--- config.mk ---
export PLATFORM = sky130hd
export DESIGN_NAME = scr1_dmem_tcm_resp
export DESIGN_NICKNAME = d
export VERILOG_FILES = /design/src/rtl/scr1_dmem_tcm_resp_pkg.sv /design/src/rtl/scr1_dmem_lane_align.sv /design/src/rtl/scr1_dmem_tcm_resp.sv
export SDC_FILE = /design/constraint.sdc
export NUM_CORES = 1
export LEC_CHECK = 0
export ABC_AREA = 1
export CAP_MARGIN = 0
export CORE_ASPECT_RATIO = 1.1
export CORE_MARGIN = 3
export CORE_UTILIZATION = 32
export CTS_CLUSTER_DIAMETER = 120
export DETAILED_ROUTE_END_ITERATION = 10
export PLACE_DENSITY = 0.87
export SLEW_MARGIN = 0
export SYNTH_ARGS = -nofsm -noshare
export SYNTH_HDL_FRONTEND = slang
export SYNTH_SLANG_ARGS = --single-unit
--- constraint.sdc ---
create_clock -name clk -period 3.4 [get_ports clk]
set_input_delay 0.34 -clock clk [delete_from_list [all_inputs] [get_ports clk]]
set_output_delay 0.34 -clock clk [all_outputs]
set_load 0.005 [all_outputs]
--- src/rtl/scr1_dmem_tcm_resp_pkg.sv ---
// Shared SCR1 memory interface types used by the DMEM TCM responder and its lane helper.
// Command, width and response encodings match the core-side DMEM port.
package scr1_dmem_tcm_resp_pkg;

  localparam int SCR1_DMEM_AWIDTH = 32;
  localparam int SCR1_DMEM_DWIDTH = 32;

  typedef enum logic {
    SCR1_MEM_CMD_RD = 1'b0,
    SCR1_MEM_CMD_WR = 1'b1
  } type_scr1_mem_cmd_e;

  typedef enum logic [1:0] {
    SCR1_MEM_WIDTH_BYTE  = 2'b00,
    SCR1_MEM_WIDTH_HWORD = 2'b01,
    SCR1_MEM_WIDTH_WORD  = 2'b10,
    SCR1_MEM_WIDTH_ERROR = 2'b11
  } type_scr1_mem_width_e;

  typedef enum logic [1:0] {
    SCR1_MEM_RESP_NOTRDY = 2'b00,
    SCR1_MEM_RESP_RDY_OK = 2'b01,
    SCR1_MEM_RESP_RDY_ER = 2'b10
  } type_scr1_mem_resp_e;

endpackage

--- src/rtl/scr1_dmem_lane_align.sv ---
// Byte-lane steering for a 32-bit DMEM slave: store byte enables / replicated write data,
// and right-alignment with zero extension of load data. Purely combinational.
module scr1_dmem_lane_align
  import scr1_dmem_tcm_resp_pkg::*;
(
  input  type_scr1_mem_width_e st_width_i,
  input  logic [1:0]           st_offset_i,
  input  logic [31:0]          st_wdata_i,
  output logic [3:0]           st_be_o,
  output logic [31:0]          st_wdata_o,
  input  type_scr1_mem_width_e ld_width_i,
  input  logic [1:0]           ld_offset_i,
  input  logic [31:0]          ld_rdata_i,
  output logic [31:0]          ld_rdata_o
);

  logic [31:0] ldShifted;

  // Store data is replicated across lanes so the byte enables alone pick the target bytes.
  always_comb begin
    st_be_o    = 4'b0000;
    st_wdata_o = 32'h0;
    case (st_width_i)
      SCR1_MEM_WIDTH_BYTE: begin
        st_be_o    = 4'b0001 << st_offset_i;
        st_wdata_o = {4{st_wdata_i[7:0]}};
      end
      SCR1_MEM_WIDTH_HWORD: begin
        st_be_o    = 4'b0011 << st_offset_i;
        st_wdata_o = {2{st_wdata_i[15:0]}};
      end
      SCR1_MEM_WIDTH_WORD: begin
        st_be_o    = 4'b1111;
        st_wdata_o = st_wdata_i;
      end
      default: begin
        st_be_o    = 4'b0000;
        st_wdata_o = 32'h0;
      end
    endcase
  end

  always_comb begin
    ldShifted  = ld_rdata_i >> {ld_offset_i, 3'b000};
    ld_rdata_o = 32'h0;
    case (ld_width_i)
      SCR1_MEM_WIDTH_BYTE:  ld_rdata_o = {24'h0, ldShifted[7:0]};
      SCR1_MEM_WIDTH_HWORD: ld_rdata_o = {16'h0, ldShifted[15:0]};
      SCR1_MEM_WIDTH_WORD:  ld_rdata_o = ldShifted;
      default:              ld_rdata_o = 32'h0;
    endcase
  end

endmodule

--- src/rtl/scr1_dmem_tcm_resp.sv ---
// DMEM responder in front of a single-port synchronous TCM SRAM: one request in flight,
// range/alignment checking, and a single RDY_OK/RDY_ER response after 1+WAIT_STATES cycles.
module scr1_dmem_tcm_resp
  import scr1_dmem_tcm_resp_pkg::*;
#(
  parameter logic [31:0] BASE_ADDR   = 32'hF000_0000,
  parameter int          SIZE_LOG2   = 14,
  parameter int          WAIT_STATES = 0
) (
  input  logic                        clk,
  input  logic                        rst,
  input  logic                        dmem_req_i,
  input  type_scr1_mem_cmd_e          dmem_cmd_i,
  input  type_scr1_mem_width_e        dmem_width_i,
  input  logic [SCR1_DMEM_AWIDTH-1:0] dmem_addr_i,
  input  logic [SCR1_DMEM_DWIDTH-1:0] dmem_wdata_i,
  output logic                        dmem_req_ack_o,
  output logic [SCR1_DMEM_DWIDTH-1:0] dmem_rdata_o,
  output type_scr1_mem_resp_e         dmem_resp_o,
  output logic                        sram_cs_o,
  output logic                        sram_we_o,
  output logic [3:0]                  sram_be_o,
  output logic [SIZE_LOG2-3:0]        sram_addr_o,
  output logic [31:0]                 sram_wdata_o,
  input  logic [31:0]                 sram_rdata_i
);

  localparam logic [2:0] WS_CNT = 3'(WAIT_STATES);

  typedef enum logic {IDLE, BUSY} state_e;

  state_e               state_q, state_d;
  logic [2:0]           cnt_q, cnt_d;
  logic                 err_q, err_d;
  logic [1:0]           offset_q, offset_d;
  type_scr1_mem_width_e width_q, width_d;
  type_scr1_mem_cmd_e   cmd_q, cmd_d;
  logic [31:0]          rdata_q, rdata_d;

  logic        accept, reqErr, misaligned, widthBad, outOfRange, respCycle, sramAccess;
  logic [3:0]  stBe;
  logic [31:0] stWdata, ldRdata, rdataSel;

  assign accept     = ~rst & (state_q == IDLE) & dmem_req_i;
  assign outOfRange = dmem_addr_i[31:SIZE_LOG2] != BASE_ADDR[31:SIZE_LOG2];
  assign reqErr     = misaligned | widthBad | outOfRange;
  assign sramAccess = accept & ~reqErr;
  assign respCycle  = ~rst & (state_q == BUSY) & (cnt_q == 3'd0);

  always_comb begin
    misaligned = 1'b0;
    widthBad   = 1'b0;
    case (dmem_width_i)
      SCR1_MEM_WIDTH_BYTE:  misaligned = 1'b0;
      SCR1_MEM_WIDTH_HWORD: misaligned = dmem_addr_i[0];
      SCR1_MEM_WIDTH_WORD:  misaligned = |dmem_addr_i[1:0];
      default:              widthBad   = 1'b1;
    endcase
  end

  scr1_dmem_lane_align u_lane_align (
    .st_width_i  (dmem_width_i),
    .st_offset_i (dmem_addr_i[1:0]),
    .st_wdata_i  (dmem_wdata_i),
    .st_be_o     (stBe),
    .st_wdata_o  (stWdata),
    .ld_width_i  (width_q),
    .ld_offset_i (offset_q),
    .ld_rdata_i  (sram_rdata_i),
    .ld_rdata_o  (ldRdata)
  );

  // The first BUSY cycle is the one where the counter still holds its load value;
  // that is when the SRAM read data is valid and gets captured.
  always_comb begin
    state_d  = state_q;
    cnt_d    = cnt_q;
    err_d    = err_q;
    offset_d = offset_q;
    width_d  = width_q;
    cmd_d    = cmd_q;
    rdata_d  = rdata_q;
    case (state_q)
      IDLE: begin
        if (dmem_req_i) begin
          state_d  = BUSY;
          cnt_d    = WS_CNT;
          err_d    = reqErr;
          offset_d = dmem_addr_i[1:0];
          width_d  = dmem_width_i;
          cmd_d    = dmem_cmd_i;
        end
      end
      BUSY: begin
        if (cnt_q == WS_CNT) rdata_d = ldRdata;
        if (cnt_q == 3'd0) state_d = IDLE;
        else               cnt_d   = cnt_q - 3'd1;
      end
      default: state_d = IDLE;
    endcase
  end

  always_ff @(posedge clk) begin
    if (rst) begin
      state_q  <= IDLE;
      cnt_q    <= 3'd0;
      err_q    <= 1'b0;
      offset_q <= 2'b00;
      width_q  <= SCR1_MEM_WIDTH_BYTE;
      cmd_q    <= SCR1_MEM_CMD_RD;
      rdata_q  <= 32'h0;
    end else begin
      state_q  <= state_d;
      cnt_q    <= cnt_d;
      err_q    <= err_d;
      offset_q <= offset_d;
      width_q  <= width_d;
      cmd_q    <= cmd_d;
      rdata_q  <= rdata_d;
    end
  end

  assign dmem_req_ack_o = ~rst & (state_q == IDLE);
  assign sram_cs_o      = sramAccess;
  assign sram_we_o      = sramAccess & (dmem_cmd_i == SCR1_MEM_CMD_WR);
  assign sram_be_o      = sramAccess ? stBe : 4'b0000;
  assign sram_addr_o    = sramAccess ? dmem_addr_i[SIZE_LOG2-1:2] : '0;
  assign sram_wdata_o   = sramAccess ? stWdata : 32'h0;

  // With no wait states the response cycle is the read-data cycle, so bypass the register.
  assign rdataSel     = (WAIT_STATES == 0) ? ldRdata : rdata_q;
  assign dmem_resp_o  = respCycle ? (err_q ? SCR1_MEM_RESP_RDY_ER : SCR1_MEM_RESP_RDY_OK)
                                  : SCR1_MEM_RESP_NOTRDY;
  assign dmem_rdata_o = (respCycle & ~err_q & (cmd_q == SCR1_MEM_CMD_RD)) ? rdataSel : '0;

endmodule
==> flow_metrics.py <==
metrics = {
    "critical_path": {
        "reg2reg_depth": 8,
        "cp_cell_sequence": "clkdlybuf4s50_1 -> inv_1 -> ha_1 -> inv_1 -> nand2_1 -> nand2_1 -> nor2_1 -> nand2_1 -> nor2_4 -> nand3_4 -> nor2_1 -> clkdlybuf4s50_1",
        "reg2reg_from": "cnt_q[0]",
        "crit_path_start_kind": "primary input",
        "critPathCaptureType": "output port",
        "ff2ff_setup_slack_ns": 1.86,
        "required_ns": 3.06,
        "critPathKind": "primary input to output port",
        "rr_endpoint": "cnt_q[0]",
        "crit_top_cell": "nand2_1",
        "slowest_delay_ns": 0.54,
        "crit_arrival_ns": 2.71,
        "crit_fanout": 24,
        "slowest_stage": "clkdlybuf4s50_1",
    },
    "min_path": {
        "hold_path.startpoint": "cnt_q[0]",
        "holdPathStages": 2,
        "hold_class": "flop to flop",
        "hold_end": "cnt_q[0]",
    },
    "yosys": {
        "synth_cell_type_count": 28,
        "ys_top_cells_by_area": "nor2_1 19%, nand2_1 16%, dfxtp_1 11%",
        "synth_nets": 456,
        "seq_area_frac_synth": 0.108,
        "synthCells": 348,
        "yosysWarningCount": 0,
        "synth-edff-count": 0,
        "synth_mux_area_frac": 0.0379,
        "synth_top_family_by_area": "simple AND/OR/NAND/NOR gates",
        "synth-seq-cells": 10,
        "synth_most_common_cell": "nor2_1",
        "synth_area_um2": 1850,
        "yosys.area_share.simple": 0.434,
        "synth.top_cell.area_share": 0.189,
        "ys_top_cells_by_count": "93 x nor2_1, 78 x nand2_1, 35 x inv_1, 34 x a21oi_1, 14 x o21ai_0",
        "synth_fa_ha_area_frac": 0.0406,
        "ys.flop_type": "dfxtp_1",
        "async_reset_ff_frac": 0,
        "synth_compound_area_frac": 0.251,
        "synth_xor_area_frac": 0,
        "yosysTopAreaCell": "nor2_1",
        "synth.avg_cell_area_um2": 5.31,
    },
    "global_route": {
        "gr-usage-met1": 0.237,
        "use_met2": 0.471,
        "grt_pass1_vias": 2945,
        "busiest_layer": "met2",
        "grt_max_degree": 34,
        "met3_usage": 0.0756,
        "track_usage": 0.242,
        "antenna_found_initial": 0,
        "grt_pass1_wl_mm": 13.3,
        "overflow": 0,
    },
    "final_layout": {
        "n_fill_cell": 481,
        "drive_gt1_frac": 0.0533,
        "regArea_um2": 200,
        "final_nets": 635,
        "area.growth.synth_to_final_pct": 107,
        "multi_input_area_um2": 1420,
        "antennaDiodeCount": 0,
        "final_util": 0.694,
    },
    "clocking": {
        "htree_levels": 1,
        "clkTransAtPathRegs_ns": 0.04,
        "clk_latency_ns": 0.23,
        "clkSinkCount": 10,
        "cts_buffer_depth": 2,
        "post_cts_buffers": 0,
        "root_buffer": "clkbuf_8",
        "cts_made_buffers": 3,
        "tritoncts": "yes",
    },
    "sta": {
        "worstMarginPinSlew_ns": 0.813,
        "setup_viol": 0,
        "relSlewSlack": 0.457,
        "setup_tns_ns": 0,
        "fin_crit_ns": 3.05,
        "drv_slew": 0,
        "hold_viol_final": 0,
        "rsz0062_at_grt": "no",
        "fin_skew_ns": 0.00119,
        "post-route-period-util": 0.897,
        "fmax_mhz": 328,
        "hold_ws_ns": 0.489,
    },
    "power_and_ir_drop": {
        "irDropWorstVdd_uv": 107,
        "p_int_w": 0.000377,
        "swShare": 0.336,
        "switchingPower_w": 0.000191,
        "pwr_density_cell_nw_per_um2": 149,
        "p_leak_nw": 1.57,
        "combinationalPowerShare": 0.561,
        "p_clk_frac": 0.210,
        "seq_power_share": 0.230,
    },
    "floorplanning": {
        "start_util": 0.336,
        "ios": 187,
        "coreArea_um2": 5500,
        "die_area_um2": 6720,
        "fp.dieW_um": 78.5,
        "num_rows": 28,
        "die_h_um": 85.7,
    },
    "flow_run": {
        "cap_violations": 0,
    },
    "drt": {
        "wirelength_mm": 8.42,
        "vias_per_cell": 4.95,
        "drcViolationCount": 0,
        "dr.pass1.iters": 4,
        "routedWlPerCell_um": 14.0,
        "via_count": 2969,
        "ant_nets": 0,
        "drt_iter0_markers": 70,
    },
    "placement": {
        "finalWeightedCongestion": 0.872,
        "port-buffer-count": 186,
        "dpl.hpwl_mm": 7.20,
    },
    "run_status": {
        "status": "completed",
    },
}
==> worst max path at each step <==
stage,start,to,depth (start not counted)
global route,dmem_width_i[0],sram_wdata_o[19],12
CTS,dmem_width_i[0],sram_wdata_o[17],12
detailed placement,dmem_width_i[0],sram_wdata_o[17],12
finish,dmem_width_i[0],sram_wdata_o[17],12
global placement,dmem_width_i[0],sram_wdata_o[9],12
floorplan,dmem_width_i[0],sram_wdata_o[11],11
==> cell usage in the layout, fill, tap and decap left out, types with 7 or more instances in the layout <==
| cell | count |
|---|---|
| clkdlybuf4s50_1 | 186 |
| nor2_1 | 93 |
| nand2_1 | 78 |
| inv_1 | 35 |
| a21oi_1 | 34 |
| o21ai_0 | 14 |
| a22o_1 | 11 |
| dfxtp_1 | 10 |
| buf_4 | 9 |
| a22oi_1 | 8 |
| mux2i_1 | 7 |
| nor2_2 | 7 |
==> flip-flops by register name, summed over array words and instances, names as in the netlist <==
register,flops
cnt_q,3
offset_q,2
width_q,2
cmd_q,1
err_q,1
state_q,1
==> area by class of cell <==
| type | instances | share of cell area |
|---|---|---|
| clock buffer | 3 | 0.0108 |
| timing repair buffer | 195 | 0.505 |
| tap | 75 | 0.0246 |
| sequential | 10 | 0.0524 |
| multi-input combinational | 281 | 0.371 |
| inverter | 36 | 0.0354 |
==> per-layer routing <==
metal  wire length [um]  part of all wire
met5                  0                 0
met1               2780              0.33
met3               1070              0.13
met2               4360              0.52
met4                210             0.025
==> per-stage QoR <==
step           instances  power [W]  instance area (um^2)  setup slack, ns
2_1_floorplan        348   0.000275                  1850             1.59
3_3_place_gp         597   0.000442                  3770            0.337
3_5_place_dp         597   0.000449                  3770            0.168
4_1_cts              600   0.000569                  3810            0.175
5_1_grt              600   0.000607                  3820            0.193
6_report             600   0.000568                  3820            0.351
==> critical path, delay by kind of cell <==
family	cells	cell delay, ns
and+or+nand+nor	7	0.82
adders and majority gates	1	0.31
buffers and inverters	4	1.22
==> power groups by stage <==
| stage | logic [W] | clock network [W] | registers [W] |
|---|---|---|---|
| 6_report | 0.000318 | 0.000119 | 0.000131 |
| 5_1_grt | 0.000350 | 0.000125 | 0.000131 |
| 4_1_cts | 0.000318 | 0.000120 | 0.000131 |
| 3_5_place_dp | 0.000317 | 0 | 0.000133 |
| 3_3_place_gp | 0.000310 | 0 | 0.000132 |
| 2_1_floorplan | 0.000144 | 0 | 0.000131 |
==> cell families (layout without fill, tap and decap cells) <==
family	after synthesis	count (layout)
fa+ha+maj	6	6
flops	10	10
buf+inv	57	234
compound gates	77	77
simple gates	191	191
mux	7	7
==> repair_timing <==
item,in CTS,in global routing
setup endpoints to repair,0,5
hold buffers,0,0
resized for setup,0,1
Power figures use the tool's default switching activity.
